**src/rtl/cache_stats_monitor.sv**
```systemverilog
// cache_stats_monitor: counts hits/misses over a fixed access run and computes the hit rate in percent
module cache_stats_monitor #(
  parameter int TOTAL_ACCESSES = 8192,
  parameter int CNT_W = 14
) (
  input  logic             clk,
  input  logic             rst_n,
  input  logic             access_valid,
  input  logic             hit,
  input  logic             clear,
  output logic [CNT_W-1:0] access_count,
  output logic [CNT_W-1:0] hit_count,
  output logic [CNT_W-1:0] miss_count,
  output logic             busy,
  output logic             done,
  output logic             rate_valid,
  output logic [6:0]       hit_rate_pct
);
  localparam int DIV_W = CNT_W + 7;
  localparam int IT_W = $clog2(DIV_W + 1);
  localparam logic [CNT_W+1:0] DIVISOR = (CNT_W+2)'(TOTAL_ACCESSES);
  typedef enum logic [1:0] {COUNT, DIVIDE, DONE} state_t;
  state_t state, state_nx;
  logic [DIV_W-1:0] dividend;
  logic [CNT_W:0] rem;
  logic [CNT_W+1:0] rem_sh;
  logic [IT_W-1:0] iter;
  logic [CNT_W-1:0] hit_nx;
  logic last_acc, last_iter, rem_ge;
  assign last_acc = access_valid && access_count == CNT_W'(TOTAL_ACCESSES - 1);
  assign last_iter = iter == IT_W'(DIV_W - 1);
  assign hit_nx = hit_count + CNT_W'(hit);
  assign rem_sh = {rem, dividend[DIV_W-1]};
  assign rem_ge = rem_sh >= DIVISOR;
  // state register
  always_ff @(posedge clk)
    if (!rst_n) state <= COUNT;
    else state <= state_nx;
  // next state: clear restarts the run from any state
  always_comb
    state_nx = clear ? COUNT :
               state == COUNT ? (last_acc ? DIVIDE : COUNT) :
               state == DIVIDE ? (last_iter ? DONE : DIVIDE) : DONE;
  // status outputs decoded from state
  always_comb begin
    busy = state == DIVIDE;
    done = state == DONE;
    rate_valid = state == DONE;
  end
  // access counters; frozen outside COUNT
  always_ff @(posedge clk)
    if (!rst_n || clear) begin
      access_count <= '0;
      hit_count <= '0;
      miss_count <= '0;
    end else if (state == COUNT && access_valid) begin
      access_count <= access_count + 1'b1;
      hit_count <= hit_nx;
      miss_count <= miss_count + CNT_W'(!hit);
    end
  // restoring divider; quotient bits shift into the dividend LSB as it empties
  always_ff @(posedge clk)
    if (!rst_n || clear) begin
      dividend <= '0;
      rem <= '0;
      iter <= '0;
      hit_rate_pct <= '0;
    end else if (state == COUNT && last_acc) begin
      dividend <= DIV_W'(hit_nx) * DIV_W'(100);
      rem <= '0;
      iter <= '0;
    end else if (state == DIVIDE) begin
      dividend <= {dividend[DIV_W-2:0], rem_ge};
      rem <= rem_ge ? (CNT_W+1)'(rem_sh - DIVISOR) : rem_sh[CNT_W:0];
      iter <= iter + 1'b1;
      if (last_iter) hit_rate_pct <= {dividend[5:0], rem_ge};
    end
endmodule

```
**config.mk**
```make
export PLATFORM = sky130hd
export DESIGN_NAME = cache_stats_monitor
export DESIGN_NICKNAME = d
export VERILOG_FILES = /design/src/rtl/cache_stats_monitor.sv
export SDC_FILE = /design/constraint.sdc
export NUM_CORES = 1
export LEC_CHECK = 0
export CAP_MARGIN = 30
export CORE_ASPECT_RATIO = 0.6
export CORE_UTILIZATION = 55
export CTS_CLUSTER_DIAMETER = 80
export DETAILED_ROUTE_END_ITERATION = 6
export PLACE_DENSITY = 0.85
export SLEW_MARGIN = 20
export SYNTH_ARGS = -nofsm -noshare
export SYNTH_HDL_FRONTEND = slang
export SYNTH_SLANG_ARGS = --single-unit
```
**constraint.sdc**
```tcl
create_clock -name clk -period 7.5 [get_ports clk]
set_input_delay 1.125 -clock clk [delete_from_list [all_inputs] [get_ports clk]]
set_output_delay 1.125 -clock clk [all_outputs]
set_load 0.05 [all_outputs]
```
# Word-level counts from Yosys, hierarchy flattened
# Cells that the tools add are included.
classes:
  muxes: 7
  n_reduce_logical: 11
  magnitude_cmp: 1
  eq_ne: 4
  n_mul: 1
  n_bitwise: 2
  add_sub_neg: 5
op_table:
  columns: ["op", "n"]
  rows:
  - ["$mux 21", 2]
  - ["$add 14x1->14", 2]
  - ["$mul 14x5->19 const B", 1]
  - ["$ge 16x14->1 const B", 1]
  - ["$mux 15", 1]
  - ["$sub 15x14->15 const B", 1]
  - ["$add 14x1->14 const B", 1]
  - ["$eq 14x13->1 const B", 1]
  - ["$mux 2", 3]
  - ["$add 5x1->5 const B", 1]
  - ["$eq 5x5->1 const B", 1]
  - ["$reduce_or 2->1", 2]
  - ["$logic_and 1x1->1", 3]
  - ["$reduce_and 3->1", 1]
  - ["$eq 2x1->1 const B", 1]
  - ["$eq 2x2->1 const B", 1]
  - ["$logic_not 1->1", 2]
  - ["$logic_not 2->1", 1]
  - ["$not 1->1", 2]
  - ["$reduce_bool 2->1", 1]
  - ["$logic_or 1x1->1", 1]
  - ["$mux 1", 1]
word_totals:
  elab_cells: 40
  register_bits: 92
  out_inout_bits: 52

# Longest topological paths before layout
logic_depth:
  ltp_word: 5
  mapped_depth: 19
  depth_no_buf: 19

# Least setup slack after synthesis
# No wires, ideal clock.
synth_timing:
  path_kind: "input -> register"
  startpoint: "in hit"
  endpoint: "reg dividend[19]"
  path_slack_ns: 2.449
  arrival_time_ns: 4.931
  required_ns: 7.380
  stages: 19
  cell_sequence: "ha_1 -> ha_1 -> nand3_1 -> nor3_1 -> and3_1 -> xnor2_1 -> inv_1 -> ha_1 -> ha_1 -> inv_1 -> fa_1 -> inv_1 -> ha_1 -> a21oi_1 -> o21bai_1 -> o211ai_1 -> a22oi_1 -> nor3_2 -> a211o_1"
synth_between:
  elab_chain_len: 3
synth_lines:
  columns: ["item", "line", "source"]
  rows:
  - ["start, declared", "9", "input logic hit,"]
  - ["$add 14x1->14", "32", "assign hit_nx = hit_count + CNT_W'(hit);"]
  - ["named net hit_nx[10]", "28", "logic [CNT_W-1:0] hit_nx;"]
  - ["$mul 14x5->19", "69", "dividend <= DIV_W'(hit_nx) * DIV_W'(100);"]
  - ["$mux 21", "68", "end else if (state == COUNT && last_acc) begin"]
  - ["end signal, assigned", "69", null]
  - ["end signal, assigned", "73", "dividend <= {dividend[DIV_W-2:0], rem_ge};"]
  - ["end, declared", "24", "logic [DIV_W-1:0] dividend;"]
# The timed path passes the listed nets, and every way through them passes these cells.
# A chain may end at the register's enable or synchronous reset.

# Final worst setup path
# Same ends and word-level chain as after synthesis.

==> impl_metrics.json <==
{
  "hold_buffers": 0,
  "hold_path_class": "reg2reg",
  "syn-instance-count": 625,
  "slowest_delay_ps": 510,
  "path_cells": "clkdlybuf4s50_1 > ha_1 > ha_1 > nand3_1 > nor3_1 > and3_1 > xnor2_1 > inv_1 > ha_1 > ha_1 > inv_1 > fa_1 > inv_1 > ha_1 > a21oi_1 > o21bai_1 > o211ai_1 > a22oi_1 > nor3_2 > a211o_1",
  "num_vias": 4386,
  "max_freq_ghz": 0.173,
  "drc": 0,
  "skew_ps": 7.41,
  "cts_resized": 0,
  "coreArea_um2": 9220,
  "utilization_pct": 67.3,
  "clock_sinks": 92,
  "synth-seq-cells": 92,
  "dr.pass1.iters": 5,
  "gp_congestion": 0.884,
  "worstMarginPinSlew_ps": 795,
  "cts_buffer_depth": 2,
  "cp_slowest_cell": "clkdlybuf4s50_1",
  "area_growth_pct": 17.9,
  "slew_viol_final": 0,
  "cts_setup_buffers": 0,
  "wl_per_cell_um": 13.7,
  "synth.distinct_cells": 46,
  "fin_setup_tns_ps": 0,
  "grt_first_pass_wirelength_mm": 18.8,
  "status": "complete, no violations",
  "antenna_found_initial": 0,
  "clkLatencyLatePin_ps": 340,
  "grtUsageTotal_pct": 23.4,
  "hold_viol_final": 0,
  "ys_seq_area_share_pct": 35.0,
  "hpwl_mm": 8.01,
  "mostFrequentLayoutCells": "92 x dfxtp_1, 87 x nand2_1, 73 x nor2_1, 56 x clkdlybuf4s50_1, 55 x ha_1",
  "maxSlewHeadroom_pct": 46.8,
  "first_global_vias": 4090,
  "critical_path_class": "in2reg",
  "crit_fanout": 5,
  "setup_viol": 0,
  "cts-buffers-inserted": 9,
  "fill_cells": 718,
  "finalNetCount": 742,
  "final_layout_size_suffix_gt1_share_pct": 3.83,
  "final_common_cell": "dfxtp_1",
  "htreeDepth": 3,
  "drt_iter0_markers": 308,
  "cts-root-buf": "clkbuf_16",
  "grt_setup_unrepaired": "false",
  "tritoncts": "yes",
  "die_w_um": 128,
  "cp.required_ps": 7730,
  "fin_crit_sh_pct": 77.1,
  "clk_pin_slew_ps": 70,
  "p_leak_nw": 2.54,
  "min_period_ps": 5790,
  "fp.dieArea_um2": 9980,
  "die_h_um": 77.8,
  "grt_overflow": 0,
  "start_kind": "input port",
  "num_rows": 27,
  "port_buffers": 56,
  "irDropWorstVdd_mv": 0.0971,
  "routed_via_density": 5.43,
  "worstPathArrival_ps": 6010,
  "power.density_nw_per_um2": 155,
  "syn_nets": 694,
  "synth_warnings": 0,
  "ios": 57,
  "antenna_cells": 0,
  "drt_wl_total_mm": 11.1,
  "synth_area_um2": 5270,
  "initial_core_util_pct": 57.1,
  "ant_nets": 0,
  "end_kind": "flip-flop",
  "synth.avg_cell_area_um2": 8.43,
  "grt_max_degree": 67,
  "max_cap_violations": 0,
  "path_common_cell": "ha_1"
}
## cells by family (layout without fill, tap and decap cells)
kind of cell               count (synthesis)  after routing  share of synthesized area [%]
and+or+nand+nor                          237            237                           20.4
AOI/OAI and AO/OA                         92             92                           10.8
DFF                                       92             92                           35.0
buffers and inverters                     70            123                           5.54
adders and majority gates                 64             64                           16.5
xor gates and xnor gates                  60             60                           9.98
muxes                                     10             10                           1.90
## final cells by class
| class | count | area, µm² | area share (%) |
|---|---|---|---|
| inverters | 46 | 173 | 2.78 |
| clock inverters | 5 | 60.1 | 0.967 |
| multi-input cells | 463 | 3140 | 50.6 |
| well taps | 130 | 163 | 2.62 |
| flip-flops and latches | 92 | 1840 | 29.7 |
| repair buffers | 61 | 598 | 9.63 |
| clock buffers | 11 | 233 | 3.75 |
## power by group
part / leakage (nW) / switching (mW) / internal (mW)
clock: 0.141 / 0.187 / 0.260
sequential: 0.741 / 0.00103 / 0.489
combinational: 1.66 / 0.0186 / 0.00764
total: 2.54 / 0.206 / 0.757
## per-stage QoR
step	total power [mW]	instance area, µm²	setup slack (ps)	std cells	hold slack (ps)
after CTS	0.971	6210	1730	808	452
after floorplan	0.519	5270	2450	625	430
final	0.963	6210	1710	808	449
after global routing	0.995	6210	1380	808	469
after detailed placement	0.527	5920	1450	792	442
after global placement	0.527	5920	1720	792	435
## registers in the layout, indices dropped and copies added (netlist names)
signal and cells:
iter 5, hit_count 14, access_count 14, state 2
hit_rate_pct 7, dividend 21, miss_count 14, rem 15
## critical path, delay by kind of cell
| kind | cells | cell delay [ps] |
|---|---|---|
| buffers and inverters | 4 | 720 |
| AND/OR/NAND/NOR | 4 | 1030 |
| AO/OA/AOI/OAI | 5 | 1130 |
| XOR/XNOR | 1 | 190 |
| adder cells (fa/ha/maj) | 6 | 1810 |
## final timing paths
kind | startpoint | end | slack (ps) | depth (start not counted)
setup / recovery | hit | dividend[19] | 1710 | 20
hold / removal | rem[2] | rem[3] | 450 | 2
setup reg to reg | hit_count[0] | dividend[19] | 2630 | 19
hold reg to reg | rem[2] | rem[3] | 450 | 2
## cell usage after synthesis, drive strengths merged
cell     instances  area, µm²
o21bai           5       37.5
o21ai           13       65.1
mux2i           10        100
a211o            1       8.76
nor2            73        274
xor2            33        289
nor4             2       18.8
and4bb           1       12.5
nor3             9       50.1
xnor2           27        236
a21o             4       30.0
a2111oi          1       8.76
nand2b           4       25.0
o41ai            1       8.76
nand4b           1       8.76
and3             6       37.5
dfxtp           92       1840
o211ai           3       22.5
and4             3       26.3
inv             45        169
or3              6       37.5
clkbuf          15       56.3
o22ai            4       25.0
a21oi           40        200
a311oi           9       78.8
nand4            9       62.6
clkinv           1       3.75
nand2           88        333
nor3b            2       15.0
or2              1       6.26
buf              9       62.6
ha              55        688
a31oi            1       6.26
a22oi            1       7.51
nor2b            2       12.5
a211oi           9       67.6
nand3           28        140
fa               9        180
and2             2       12.5
## routing by layer
| layer | track usage, % | part of all wire [%] | up-vias |
|---|---|---|---|
| li1 | - | - | 2205 |
| met1 | 31.6 | 49 | 2044 |
| met2 | 37.5 | 45 | 121 |
| met3 | 5.17 | 5.0 | 16 |
| met4 | 6.47 | 1.1 | 0 |
| met5 | 0 | 0 | - |
No activity file was read; power rests on OpenSTA's default activity.
